===== src/rtl/matmul_addr_gen_if.sv =====
// -----------------------------------------------------------------------------
// matmul_addr_gen_if
// Operand-address stream between the matmul loop sequencer and the MAC
// datapath. One triple moves per cycle in which op_valid and op_ready are
// both high.
//   op_valid   : triple on op_addr_* is valid
//   op_ready   : consumer accepts the triple
//   op_addr_a  : byte address of A[i][k]
//   op_addr_b  : byte address of B[k][j]
//   op_addr_c  : byte address of C[i][j]
//   op_first   : k == 0, consumer clears its accumulator
//   op_last    : k == K-1, consumer writes C[i][j]
// Modports: master (address generator), slave (MAC datapath).
// -----------------------------------------------------------------------------
interface matmul_addr_gen_if;
   logic        op_valid;
   logic        op_ready;
   logic [31:0] op_addr_a;
   logic [31:0] op_addr_b;
   logic [31:0] op_addr_c;
   logic        op_first;
   logic        op_last;

   modport master (
      output op_valid, op_addr_a, op_addr_b, op_addr_c, op_first, op_last,
      input  op_ready
   );

   modport slave (
      input  op_valid, op_addr_a, op_addr_b, op_addr_c, op_first, op_last,
      output op_ready
   );
endinterface


===== src/rtl/matmul_addr_gen.sv =====
// -----------------------------------------------------------------------------
// matmul_addr_gen
// Registered loop sequencer upstream of the matmul MAC datapath. Reads the
// A and B headers (rows at base, cols at base+4), checks that A.cols equals
// B.rows and that every dimension is non-zero and fits in DIM_W bits, writes
// the C header, then walks i (outer) / j (middle) / k (inner) and issues one
// operand-address triple per stream transfer.
//
// Ports:
//   clk, reset          : rising-edge clock, asynchronous active-low reset
//   start               : run request, honoured only in IDLE
//   addr_a/b/c          : header base addresses, captured on accepted start
//   hdr_addr / hdr_data : header read port (combinational-read memory)
//   c_hdr_we/addr/wd    : C header write port
//   op                  : operand stream (matmul_addr_gen_if.master)
//   busy                : high in every state except IDLE
//   done                : one-cycle pulse at end of run (success or error)
//   err_dim             : sticky dimension error, cleared by accepted start
//   stall_cnt           : only with MATMUL_ADDRGEN_STALL_CNT_EN defined;
//                         saturating count of stalled ISSUE cycles
//
// Optional feature macro: MATMUL_ADDRGEN_STALL_CNT_EN
// Assumes DIM_W < 32.
// -----------------------------------------------------------------------------
module matmul_addr_gen #(
   parameter int DIM_W      = 16,
   parameter int ELEM_BYTES = 4,
   parameter int HDR_BYTES  = 8
) (
   input  logic                   clk,
   input  logic                   reset,
   input  logic                   start,
   input  logic [31:0]            addr_a,
   input  logic [31:0]            addr_b,
   input  logic [31:0]            addr_c,
   output logic [31:0]            hdr_addr,
   input  logic [31:0]            hdr_data,
   output logic                   c_hdr_we,
   output logic [31:0]            c_hdr_addr,
   output logic [31:0]            c_hdr_wd,
   matmul_addr_gen_if.master      op,
   output logic                   busy,
   output logic                   done,
   output logic                   err_dim
`ifdef MATMUL_ADDRGEN_STALL_CNT_EN
   ,
   output logic [31:0]            stall_cnt
`endif
);

   typedef enum logic [3:0] {
      IDLE, RD_AR, RD_AC, RD_BR, RD_BC, CHECK, WR_CR, WR_CC, ISSUE, DONE
   } state_t;

   localparam logic [31:0]      EB  = 32'(ELEM_BYTES);
   localparam logic [31:0]      HB  = 32'(HDR_BYTES);
   localparam logic [DIM_W-1:0] ONE = DIM_W'(1);

   state_t state, state_nxt;

   logic [31:0]      base_a, base_b, base_c;
   logic [DIM_W-1:0] ar, ac, br, bc;
   logic             dim_big;
   logic [DIM_W-1:0] i, j, k;
   // Running pointers replace the i*AC+k style multiplies.
   logic [31:0]      ptr_a, ptr_b, ptr_c;
   logic [31:0]      a_row;   // address of A[i][0]
   logic [31:0]      b_col;   // address of B[0][j]

   logic too_big, dim_err, issue, fire, k_end, j_end, last_op;
   logic [31:0] stride_b;

   assign too_big  = |hdr_data[31:DIM_W];
   assign dim_err  = dim_big || (ac != br) ||
                     (ar == '0) || (ac == '0) || (br == '0) || (bc == '0);
   assign issue    = (state == ISSUE);
   assign fire     = issue && op.op_ready;
   assign k_end    = (k == ac - ONE);
   assign j_end    = (j == bc - ONE);
   assign last_op  = k_end && j_end && (i == ar - ONE);
   assign stride_b = EB * 32'(bc);   // one step in k moves B down one row

   // State register
   // NOTE: sequential state uses non-blocking assignments so every flop
   // samples the pre-edge value of every other flop.
   always_ff @(posedge clk or negedge reset) begin
      if (!reset) state <= IDLE;
      else        state <= state_nxt;
   end

   // Next-state logic
   always_comb begin
      state_nxt = state;
      case (state)
         IDLE:    if (start) state_nxt = RD_AR;
         RD_AR:   state_nxt = RD_AC;
         RD_AC:   state_nxt = RD_BR;
         RD_BR:   state_nxt = RD_BC;
         RD_BC:   state_nxt = CHECK;
         CHECK:   state_nxt = dim_err ? DONE : WR_CR;
         WR_CR:   state_nxt = WR_CC;
         WR_CC:   state_nxt = ISSUE;
         ISSUE:   if (fire && last_op) state_nxt = DONE;
         DONE:    state_nxt = IDLE;   // start in DONE is deliberately dropped
         default: state_nxt = IDLE;
      endcase
   end

   // Output logic
   always_comb begin
      // NOTE: every output gets a default first so no path infers a latch.
      hdr_addr   = '0;
      c_hdr_we   = 1'b0;
      c_hdr_addr = '0;
      c_hdr_wd   = '0;
      case (state)
         RD_AR: hdr_addr = base_a;
         RD_AC: hdr_addr = base_a + 32'd4;
         RD_BR: hdr_addr = base_b;
         RD_BC: hdr_addr = base_b + 32'd4;
         WR_CR: begin
            c_hdr_we   = 1'b1;
            c_hdr_addr = base_c;
            c_hdr_wd   = 32'(ar);
         end
         WR_CC: begin
            c_hdr_we   = 1'b1;
            c_hdr_addr = base_c + 32'd4;
            c_hdr_wd   = 32'(bc);
         end
         default: ;
      endcase
      busy         = (state != IDLE);
      done         = (state == DONE);
      op.op_valid  = issue;
      op.op_first  = issue && (k == '0);
      op.op_last   = issue && k_end;
      op.op_addr_a = ptr_a;
      op.op_addr_b = ptr_b;
      op.op_addr_c = ptr_c;
   end

   // Datapath: captured bases, header values, loop counters, pointers.
   // Pointers only move on a transfer, which keeps op_* stable during stalls.
   always_ff @(posedge clk or negedge reset) begin
      if (!reset) begin
         base_a  <= '0;  base_b <= '0;  base_c <= '0;
         ar      <= '0;  ac     <= '0;  br     <= '0;  bc <= '0;
         dim_big <= 1'b0;
         err_dim <= 1'b0;
         i       <= '0;  j      <= '0;  k      <= '0;
         ptr_a   <= '0;  ptr_b  <= '0;  ptr_c  <= '0;
         a_row   <= '0;  b_col  <= '0;
      end else begin
         case (state)
            IDLE: if (start) begin
               base_a  <= addr_a;
               base_b  <= addr_b;
               base_c  <= addr_c;
               err_dim <= 1'b0;
            end
            RD_AR: begin ar <= hdr_data[DIM_W-1:0]; dim_big <= too_big;           end
            RD_AC: begin ac <= hdr_data[DIM_W-1:0]; dim_big <= dim_big | too_big; end
            RD_BR: begin br <= hdr_data[DIM_W-1:0]; dim_big <= dim_big | too_big; end
            RD_BC: begin bc <= hdr_data[DIM_W-1:0]; dim_big <= dim_big | too_big; end
            CHECK: if (dim_err) err_dim <= 1'b1;
            WR_CC: begin
               i     <= '0;  j <= '0;  k <= '0;
               ptr_a <= base_a + HB;
               a_row <= base_a + HB;
               ptr_b <= base_b + HB;
               b_col <= base_b + HB;
               ptr_c <= base_c + HB;
            end
            ISSUE: if (fire) begin
               if (!k_end) begin
                  k     <= k + ONE;
                  ptr_a <= ptr_a + EB;
                  ptr_b <= ptr_b + stride_b;
               end else begin
                  k     <= '0;
                  ptr_c <= ptr_c + EB;   // C is visited in storage order
                  if (!j_end) begin
                     j     <= j + ONE;
                     ptr_a <= a_row;     // replay the same A row
                     ptr_b <= b_col + EB;
                     b_col <= b_col + EB;
                  end else begin
                     // Next A row starts right after the current one ends.
                     j     <= '0;
                     i     <= i + ONE;
                     ptr_a <= ptr_a + EB;
                     a_row <= ptr_a + EB;
                     ptr_b <= base_b + HB;
                     b_col <= base_b + HB;
                  end
               end
            end
            default: ;
         endcase
      end
   end

`ifdef MATMUL_ADDRGEN_STALL_CNT_EN
   always_ff @(posedge clk or negedge reset) begin
      if (!reset) begin
         stall_cnt <= '0;
      end else if (state == IDLE && start) begin
         stall_cnt <= '0;
      end else if (issue && !op.op_ready && stall_cnt != 32'hFFFF_FFFF) begin
         stall_cnt <= stall_cnt + 32'd1;
      end
   end
`endif

endmodule


===== src/flat_wrapper.sv =====
// flat-port wrapper written by rule: the top's interface ports become plain ports
module matmul_addr_gen_flat 
#(
   parameter int DIM_W      = 16,
   parameter int ELEM_BYTES = 4,
   parameter int HDR_BYTES  = 8
)
  (clk, reset, start, addr_a, addr_b, addr_c, hdr_addr, hdr_data, c_hdr_we, c_hdr_addr, c_hdr_wd, busy, done, err_dim, op_op_valid, op_op_addr_a, op_op_addr_b, op_op_addr_c, op_op_first, op_op_last, op_op_ready);
  matmul_addr_gen_if op_i ();
  input  logic clk;
  input  logic reset;
  input  logic start;
  input  logic [31:0] addr_a;
  input  logic [31:0] addr_b;
  input  logic [31:0] addr_c;
  output logic [31:0] hdr_addr;
  input  logic [31:0] hdr_data;
  output logic c_hdr_we;
  output logic [31:0] c_hdr_addr;
  output logic [31:0] c_hdr_wd;
  output logic busy;
  output logic done;
  output logic err_dim;
  output wire logic [$bits(op_i.op_valid)-1:0] op_op_valid;
  output wire logic [$bits(op_i.op_addr_a)-1:0] op_op_addr_a;
  output wire logic [$bits(op_i.op_addr_b)-1:0] op_op_addr_b;
  output wire logic [$bits(op_i.op_addr_c)-1:0] op_op_addr_c;
  output wire logic [$bits(op_i.op_first)-1:0] op_op_first;
  output wire logic [$bits(op_i.op_last)-1:0] op_op_last;
  input wire logic [$bits(op_i.op_ready)-1:0] op_op_ready;
  assign op_op_valid = op_i.op_valid;
  assign op_op_addr_a = op_i.op_addr_a;
  assign op_op_addr_b = op_i.op_addr_b;
  assign op_op_addr_c = op_i.op_addr_c;
  assign op_op_first = op_i.op_first;
  assign op_op_last = op_i.op_last;
  assign op_i.op_ready = op_op_ready;
  matmul_addr_gen #(.DIM_W(DIM_W), .ELEM_BYTES(ELEM_BYTES), .HDR_BYTES(HDR_BYTES)) u_core (.clk(clk), .reset(reset), .start(start), .addr_a(addr_a), .addr_b(addr_b), .addr_c(addr_c), .hdr_addr(hdr_addr), .hdr_data(hdr_data), .c_hdr_we(c_hdr_we), .c_hdr_addr(c_hdr_addr), .c_hdr_wd(c_hdr_wd), .op(op_i), .busy(busy), .done(done), .err_dim(err_dim));
endmodule

===== config.mk =====
export PLATFORM = sky130hd
export DESIGN_NAME = matmul_addr_gen_flat
export DESIGN_NICKNAME = d
export VERILOG_FILES = /design/src/rtl/matmul_addr_gen_if.sv /design/src/rtl/matmul_addr_gen.sv /design/src/flat_wrapper.sv
export SDC_FILE = /design/constraint.sdc
export NUM_CORES = 1
export LEC_CHECK = 0
export CELL_PAD_IN_SITES_DETAIL_PLACEMENT = 0
export CELL_PAD_IN_SITES_GLOBAL_PLACEMENT = 1
export CORE_AREA = 2 2 305 187
export DETAILED_ROUTE_END_ITERATION = 6
export DIE_AREA = 0 0 307 189
export PLACE_DENSITY_LB_ADDON = 0.1
export REMOVE_ABC_BUFFERS = 1
export SKIP_LAST_GASP = 1
export SYNTH_ARGS = -nofsm -noshare
export SYNTH_HDL_FRONTEND = slang
export SYNTH_SLANG_ARGS = --single-unit

===== constraint.sdc =====
create_clock -name clk -period 11.1 [get_ports clk]
set_clock_uncertainty 0.2 [all_clocks]
set_input_delay 1.665 -clock clk [delete_from_list [all_inputs] [get_ports clk]]
set_output_delay 1.665 -clock clk [all_outputs]
set_load 0.02 [all_outputs]

==> results of run 1 <==
-- per-stage QoR --
step / hold slack, ns / utilization [%] / cell area [µm²] / cells / setup slack [ns]
finish: 0.274 / 54.5 / 30000 / 3895 / 3.46
global route: 0.301 / 54.5 / 30000 / 3892 / 2.97
CTS: 0.280 / 54.5 / 30000 / 3892 / 3.54
detailed placement: 0.264 / 52.0 / 28700 / 3820 / 4.19
global placement: 0.261 / 52.0 / 28700 / 3820 / 4.28
floorplan: 0.246 / - / 24300 / 2748 / 2.47
-- cell families (layout without fill, tap and decap cells) --
group,after synthesis,after routing,share of synthesized area [%]
AND/OR/NAND/NOR,1166,1166,22.2
AO/OA/AOI/OAI,628,628,16.0
flip-flops,374,374,37.2
XOR/XNOR,307,307,10.7
buffers and inverters,268,466,4.38
multiplexers,177,177,7.72
adder cells (fa/ha/maj),34,34,1.72
other,1,19,0.0149
-- routing by layer --
layer / up-vias / global-route usage (%)
met1: 11700 / 45.4
met4: 4 / 7.82
met5: - / 0
met3: 128 / 6.90
met2: 984 / 44.5
li1: 10900 / -
-- flip-flops by register name, summed over array words and instances (netlist names) --
register             count
u_core.op.op_addr_c     32
u_core.ar               16
u_core.op.op_addr_a     32
u_core.state             4
u_core.base_b           32
u_core.k                16
u_core.err_dim           1
u_core.i                16
u_core.ac               16
u_core.b_col            32
u_core.op.op_addr_b     32
u_core.a_row            32
u_core.br               16
u_core.base_a           32
u_core.bc               16
u_core.dim_big           1
u_core.j                16
u_core.base_c           32
-- power breakdown --
group	switching [W]	total (W)	internal [W]
clock network	0.000623	0.00146	0.000838
registers	0.00103	0.00297	0.00194
logic	0.00242	0.00444	0.00202
total	0.00407	0.00887	0.00479
-- worst min-delay path, cell delays in order, from the launching register on --
cell and delay (ns):
sky130_fd_sc_hd__dfrtp_1 0.34, sky130_fd_sc_hd__nand2_1 0.05, sky130_fd_sc_hd__nand2_1 0.05
-- final timing paths --
kind,from,to,slack (ns),cells past startpoint
setup reg to reg,u_core.state[2]$_DFFE_PN0P_,u_core.b_col[5]$_DFFE_PN0P_,5.17,13
setup / recovery,u_core.state[1]$_DFFE_PN0P_,hdr_addr[30],3.46,14
hold reg to reg,u_core.op.op_addr_c[1]$_DFFE_PN0P_,u_core.op.op_addr_c[1]$_DFFE_PN0P_,0.27,2
hold / removal,u_core.op.op_addr_c[1]$_DFFE_PN0P_,u_core.op.op_addr_c[1]$_DFFE_PN0P_,0.27,2
min in group asynchronous,reset,u_core.op.op_addr_a[19]$_DFFE_PN0P_,0.94,1
max in group asynchronous,reset,u_core.b_col[12]$_DFFE_PN0P_,7.39,3
-- final cells by class --
cell class	count	area [µm²]
fillers	5064	25100
multi-input cells	2328	14800
flip-flops and latches	374	9360
repair buffers	348	3420
clock buffers	54	1170
well taps	724	906
clock inverters	18	204
inverters	46	173
diodes	3	7.51
-- placed cells by master (no fill, tap or decap), types with 19 or more instances in the layout --
master	instances
sky130_fd_sc_hd__o22ai_1	35
sky130_fd_sc_hd__nor2_1	288
sky130_fd_sc_hd__a31oi_1	20
sky130_fd_sc_hd__ha_1	33
sky130_fd_sc_hd__clkdlybuf4s50_1	313
sky130_fd_sc_hd__mux2i_1	43
sky130_fd_sc_hd__o221ai_1	21
sky130_fd_sc_hd__nor4_1	26
sky130_fd_sc_hd__mux2_2	134
sky130_fd_sc_hd__a22o_1	26
sky130_fd_sc_hd__nand3_1	141
sky130_fd_sc_hd__xnor2_1	157
sky130_fd_sc_hd__or3_1	20
sky130_fd_sc_hd__nand2_1	377
sky130_fd_sc_hd__nand4_1	58
sky130_fd_sc_hd__and2_1	21
sky130_fd_sc_hd__a21o_1	19
sky130_fd_sc_hd__buf_4	33
sky130_fd_sc_hd__a22oi_1	27
sky130_fd_sc_hd__dfrtp_1	373
sky130_fd_sc_hd__clkbuf_16	41
sky130_fd_sc_hd__inv_1	45
sky130_fd_sc_hd__a21oi_1	153
sky130_fd_sc_hd__o21ai_0	191
sky130_fd_sc_hd__nor3_1	65
sky130_fd_sc_hd__and3_1	65
sky130_fd_sc_hd__xor2_1	150
==> summary.md, run 1 <==
The level count of the clock H-tree is 2, and the number of buffers inserted during clock tree synthesis is 40. Across every metal layer, demand over resource in global routing totals 30.5%. The post-synthesis register bit count is 374. The detailed router finished its first iteration with 2311 violations. The netlist uses 93 different library cells. For the static leakage, the log shows 12.1 nW.

The post-route netlist has 9.15% of its cells at a drive strength greater than 1. For the total design power, the log shows 0.00887 W. In the post-synthesis netlist, the cell with the most instances is sky130_fd_sc_hd__nand2_1.

The tools report the number of hold buffers added after CTS as 0. The number of pins with negative max-slew slack in the final report was 0. Static timing analysis puts the maximum clock frequency at 131 MHz. The run gives 19.0% as the relative slew slack. Of all cell types, the one taking the most synthesized area is sky130_fd_sc_hd__dfrtp_1. The met1 wire length was 41400 µm; the sum of met3 wire segment lengths after detailed routing was 7990 µm. Counting flops with a built-in enable in the synthesized netlist gives 0. The tools report the placed wire-length estimate after detailed placement as 63800 µm. The most used flip-flop cell after synthesis is sky130_fd_sc_hd__dfrtp_1. Max-cap violations in this run came to 0.

After detailed routing, the number of vias per cell comes to 6.08. STA puts the critical path data arrival time at 5.78 ns. The critical path in this run is classified as flip-flop to primary output.

For this block, the routed nets add up to 89800 µm of wire. The final worst-path cycle share is 68.8%. The area of the core is 55200 µm², and the area added between synthesis and finish is 19.5%. The worst hold path belongs to the class flip-flop to flip-flop. In this run the deepest clock path goes through 3 buffers. Total congestion overflow after global routing: 0. Once the clock tree was built, the resizer swapped 0 gates to a different size. In this run the post-CTS setup repair buffer count came out at 0.

The clock drives 374 sinks. By count the netlist is led by sky130_fd_sc_hd__nand2_1, sky130_fd_sc_hd__dfrtp_1, sky130_fd_sc_hd__nor2_1, sky130_fd_sc_hd__o21ai_0, sky130_fd_sc_hd__clkbuf_1. After synthesis the cells add up to 25100 µm². The share of synthesized area in the top cell type comes to 37.2%.

After routing, the total negative slack on setup checks comes to 0 ns. The run gives 6 as the first-pass detailed-route iteration total. The initial antenna violation count came out at 6.

The pin count of the biggest net entering global routing was 143; the time the final worst path needs with I/O delays and setup was 7.64 ns. From bottom edge to top edge, the die measures 189 µm. The tools report the type of destination of the critical path as a primary output. The die is 307 µm wide. In this design, the largest share of critical-path delay is due to simple AND/OR/NAND/NOR gates.

At the worst endpoint, the required time is 9.24 ns. The flow ran to the end, and the final reports show no timing, DRC or antenna violations. The sequential element share of the synthesized area was 37.2%; the worst-path maximum fanout was 58. The number of failing hold endpoints at the final stage is 0, and the transition time at the pin with the least slew margin is 1.21 ns. TritonCTS built the clock tree. Number of vias in the routed layout: 23700. Input and output buffers added on the ports amount to 314. The highest metal layer carrying signal wires in the routed design is met5. The total number of nets in the final design was 3304; the remaining routing DRC violations was 0. In the final routed layout, each cell accounts on average for 23.1 µm. The Yosys step of the flow raised 0 warnings. The cell sitting at the root of the clock tree is a sky130_fd_sc_hd__clkbuf_16. In the post-synthesis netlist, the biggest area contributors are sky130_fd_sc_hd__dfrtp_1, sky130_fd_sc_hd__mux2_2, sky130_fd_sc_hd__nand2_1, sky130_fd_sc_hd__xnor2_1, sky130_fd_sc_hd__xor2_1. Setup repair after global routing left no endpoint under its margin. The ratio of total power to cell area was 295 nW/µm². The largest individual stage delay along the critical path comes from the cell sky130_fd_sc_hd__a2111oi_2. The initial standard-cell utilization of the core was 45.6%. The tools report the nature of the critical path startpoint as a flip-flop.

The first global-routing pass estimated 138000 µm of wire. After synthesis, the share of flip-flops with an asynchronous set or reset is 100%. Clock-pin slew was measured on the worst setup and hold paths at 0.08 ns.

Together, buffers and inverters on the worst path number 3. Row generation in the floorplan step produced 67 rows. Synthesis handed over a netlist of 2955 instances.

The die covers 58000 µm². Traced cell by cell, the critical path runs through or4b_2 > buf_4 > nand2_1 > nand2_1 > ha_1 > inv_1 > a2111oi_2 > nand2_1 > nor3_1 > nor3b_2 > xor2_1 > a222oi_1 > o21ai_0 > clkdlybuf4s50_1. Setup violations remaining at the end of the flow were counted as 0. The count of nets left with antenna violations once routing finished came out at 0.

Each instance of the synthesized netlist takes up on average 8.50 µm². The most prevalent standard cell on the critical path is sky130_fd_sc_hd__nand2_1. The I/O pin total was 331; the detailed-routed wire length on met2 was 38400 µm.

The congestion estimate from routability-driven global placement came to 0.953. The later pin in the worst-skew pair is clocked with a latency of 0.58 ns. For this run, the slowest stage of the critical path takes 0.73 ns. The run gives 0.185 mV as the peak supply drop.

The tools report the number of global-route vias before repair as 22800.
Power figures use the tool's default switching activity.
==> run 2: changes to the inputs <==
--- a/config.mk
+++ b/config.mk
@@ -7,9 +7,9 @@
 export LEC_CHECK = 0
 export CELL_PAD_IN_SITES_DETAIL_PLACEMENT = 0
 export CELL_PAD_IN_SITES_GLOBAL_PLACEMENT = 1
-export CORE_AREA = 2 2 305 187
+export CORE_AREA = 2 2 331 202
 export DETAILED_ROUTE_END_ITERATION = 6
-export DIE_AREA = 0 0 307 189
+export DIE_AREA = 0 0 333 204
 export PLACE_DENSITY_LB_ADDON = 0.1
 export REMOVE_ABC_BUFFERS = 1
 export SKIP_LAST_GASP = 1
==> constraint.sdc (replaced) <==
create_clock -name clk -period 6.2 [get_ports clk]
set_clock_uncertainty 0.2 [all_clocks]
set_input_delay 0.93 -clock clk [delete_from_list [all_inputs] [get_ports clk]]
set_output_delay 0.93 -clock clk [all_outputs]
set_load 0.02 [all_outputs]
==> summary.md, run 2 (same netlist as run 1, synthesis figures left out) <==
The first TritonRoute pass finished after 7 iterations. Placed wire-length estimate after detailed placement: 68400 µm. In this run, CTS created clock tree buffers numbering 42. The clock slew at the register clock pins of the worst setup and hold paths was 0.07 ns. The startpoint identified for the worst register-to-register timing path is u_core.bc[3]$_DFFE_PN0P_. The logs give 6296 for the layout filler cell count and 33.1% for the proportion of power drawn by flip-flops and latches. The area added between synthesis and finish was 21.0%.

For this design the ratio of total power to cell area is 528 nW/µm². For the initial antenna violation count, the log shows 4. The run finished with clean final reports. Worst setup slack before clock tree synthesis: 0.534 ns.

Data arrives at the worst endpoint at 4.80 ns. The share of power burned in combinational logic was 50.6%; the overall global routing resource usage was 27.4%. Setup violations remaining at the end of the flow were counted as 0.

In this run the worst hold path is classified as primary input to asynchronous set/reset pin. The die covers 67900 µm². On the critical path the largest part of the delay comes from simple AND/OR/NAND/NOR gates. The vertical die dimension works out to 204 µm. After layout, the worst setup slack is 0.267 ns. Clock latency on the worst-skew pair, taken at its later pin, is 0.60 ns. In the final layout, the multi-input gates occupy 14800 µm². The number of pins with negative max-slew slack in the final report is 0, and the share of the core filled with cells in the final layout is 46.6%.

From left edge to right edge, the die measures 333 µm. The buffer depth of the longest clock path was 3. Traced cell by cell, the critical path runs through or4b_4 > buf_4 > nor3_1 > o21ai_0 > nor2_1 > buf_4 > and2_1 > nand2_1 > nor2_1 > nand3_1 > xor2_1 > o221ai_1 > clkdlybuf4s50_1.

The tools report the buffer cell driving the clock tree root as sky130_fd_sc_hd__clkbuf_16. In this run the remaining antenna-violating nets after routing total 0. The level count of the clock H-tree is 2. For this configuration, the core starts out at a cell density of 38.5%.

The tools report the sum of routed wire length over all layers as 94800 µm. Worst-path maximum fanout: 18. The number of antenna diodes in the final layout is 0. The worst setup path is launched from a flip-flop. The average vias per placed instance is 5.85, and the number of vias in the routed layout is 23700. TritonCTS built the clock tree. The tools report the number of global-route vias before repair as 22700. The tools report the number of failing hold endpoints at the final stage as 0. The logs give 144000 µm for the first-pass GRT wire length and 16.3% for the power share of the clock group. The highest-delay cell along the critical path is sky130_fd_sc_hd__or4b_4. In this run the tool buffered the top-level ports with 314 buffer cells. The logs give 0 for the max-capacitance violation count and 65200 µm² for the area of the core. The number of buffers and inverters on the critical path was 3. Summed over all layers, the global routing overflow is 0. After floorplanning, the core was divided into 73 placement rows. The time the final worst path needs with I/O delays and setup was 5.93 ns. Post-CTS timing repair inserted 0 buffers for setup. For the remaining routing DRC violations, the log shows 0. The run gives 0.00861 W as the total internal power. The worst setup path is captured at a primary output.

The analysis attributes to net switching a power of 0.00744 W. The TritonCTS sink count was 374; the relative slew slack was 24.3%. In the final routed layout, each cell accounts on average for 23.4 µm. The area taken by flip-flops and latches is 9360 µm², and the routability congestion estimate from global placement is 0.908.

The run gives 0.268 mV as the peak supply drop. The top cell types in the final layout, fill and taps aside, are sky130_fd_sc_hd__nand2_1, sky130_fd_sc_hd__dfrtp_1, sky130_fd_sc_hd__clkdlybuf4s50_1. The pin count of the biggest net entering global routing was 95. For the final routed database, the setup TNS stands at 0 ns. Dividing the final minimum period by the clock period gives 95.7%. Setup repair after global routing left no endpoint under its margin. The worst setup path is of the flip-flop to primary output kind. The tools report the violation count after the first detailed-routing iteration as 2439.

At the pin with the least slew margin, the transition time is 1.12 ns. Leaving out fill and tap cells, the most frequent cell in the layout is sky130_fd_sc_hd__nand2_1. 331 I/O pins were placed.

For the required time of the worst setup path, the log shows 5.07 ns. In this run the worst setup path begins at u_core.state[0]$_DFFE_PN0P_. On the worst path, the slowest cell contributes a delay of 0.71 ns.

Achievable frequency: 169 MHz. Of the cells placed in the final design, the portion with a size suffix greater than 1 is 9.75%. The net count of the finished layout is 3323. The analysis attributes to cell leakage a power of 12.2 nW. Net switching is 46.3% of the power.
run 2: cell type report:
type	instances	share of cell area, %
multi-input cells	2328	48.8
flip-flops and latches	374	30.8
repair buffers	365	11.7
clock buffers	56	3.96
well taps	862	3.55
clock inverters	20	0.626
inverters	46	0.568
run 2: worst paths after layout:
path / to / slack, ns / cells after the start
worst max-delay path: hdr_addr[29] / 0.27 / 13
worst min-delay path: u_core.base_a[0]$_DFFE_PN0P_ / 0.20 / 1
worst max register to register: u_core.i[4]$_DFFE_PN0P_ / 1.39 / 10
worst min register to register: u_core.op.op_addr_c[0]$_DFFE_PN0P_ / 0.27 / 2
max in group asynchronous: u_core.i[7]$_DFFE_PN0P_ / 4.27 / 2
min in group clk: u_core.op.op_addr_c[0]$_DFFE_PN0P_ / 0.27 / 2
run 2: metal layers:
| metal | vias to the layer above | wire [µm] | track usage [%] |
|---|---|---|---|
| met1 | 11800 | 46400 | 41.7 |
| met5 | - | 35 | 0 |
| met3 | 122 | 6510 | 4.44 |
| met4 | 6 | 1810 | 6.45 |
| li1 | 10900 | - | - |
| met2 | 887 | 40000 | 40.3 |
run 2: timing repair:
item	in CTS	in global routing
endpoints found under the setup margin	3	5
hold buffers	0	0
gates resized for setup	2	5
run 2: metrics by stage:
step | instances | hold slack, ns | total power (W) | cell area (µm²)
global route | 4051 | 0.258 | 0.0171 | 30400
CTS | 4051 | 0.212 | 0.0160 | 30400
global placement | 3975 | 0.262 | 0.0132 | 29000
finish | 4051 | 0.199 | 0.0161 | 30400
detailed placement | 3975 | 0.267 | 0.0133 | 29000
floorplan | 2748 | 0.246 | 0.0100 | 24300
run 2: power groups by stage:
stage | Clock, W | Combinational [W] | Sequential [W]
5_1_grt | 0.00277 | 0.00887 | 0.00548
4_1_cts | 0.00268 | 0.00811 | 0.00526
2_1_floorplan | 0 | 0.00496 | 0.00503
6_report | 0.00262 | 0.00812 | 0.00532
3_3_place_gp | 0 | 0.00793 | 0.00526
3_5_place_dp | 0 | 0.00804 | 0.00529
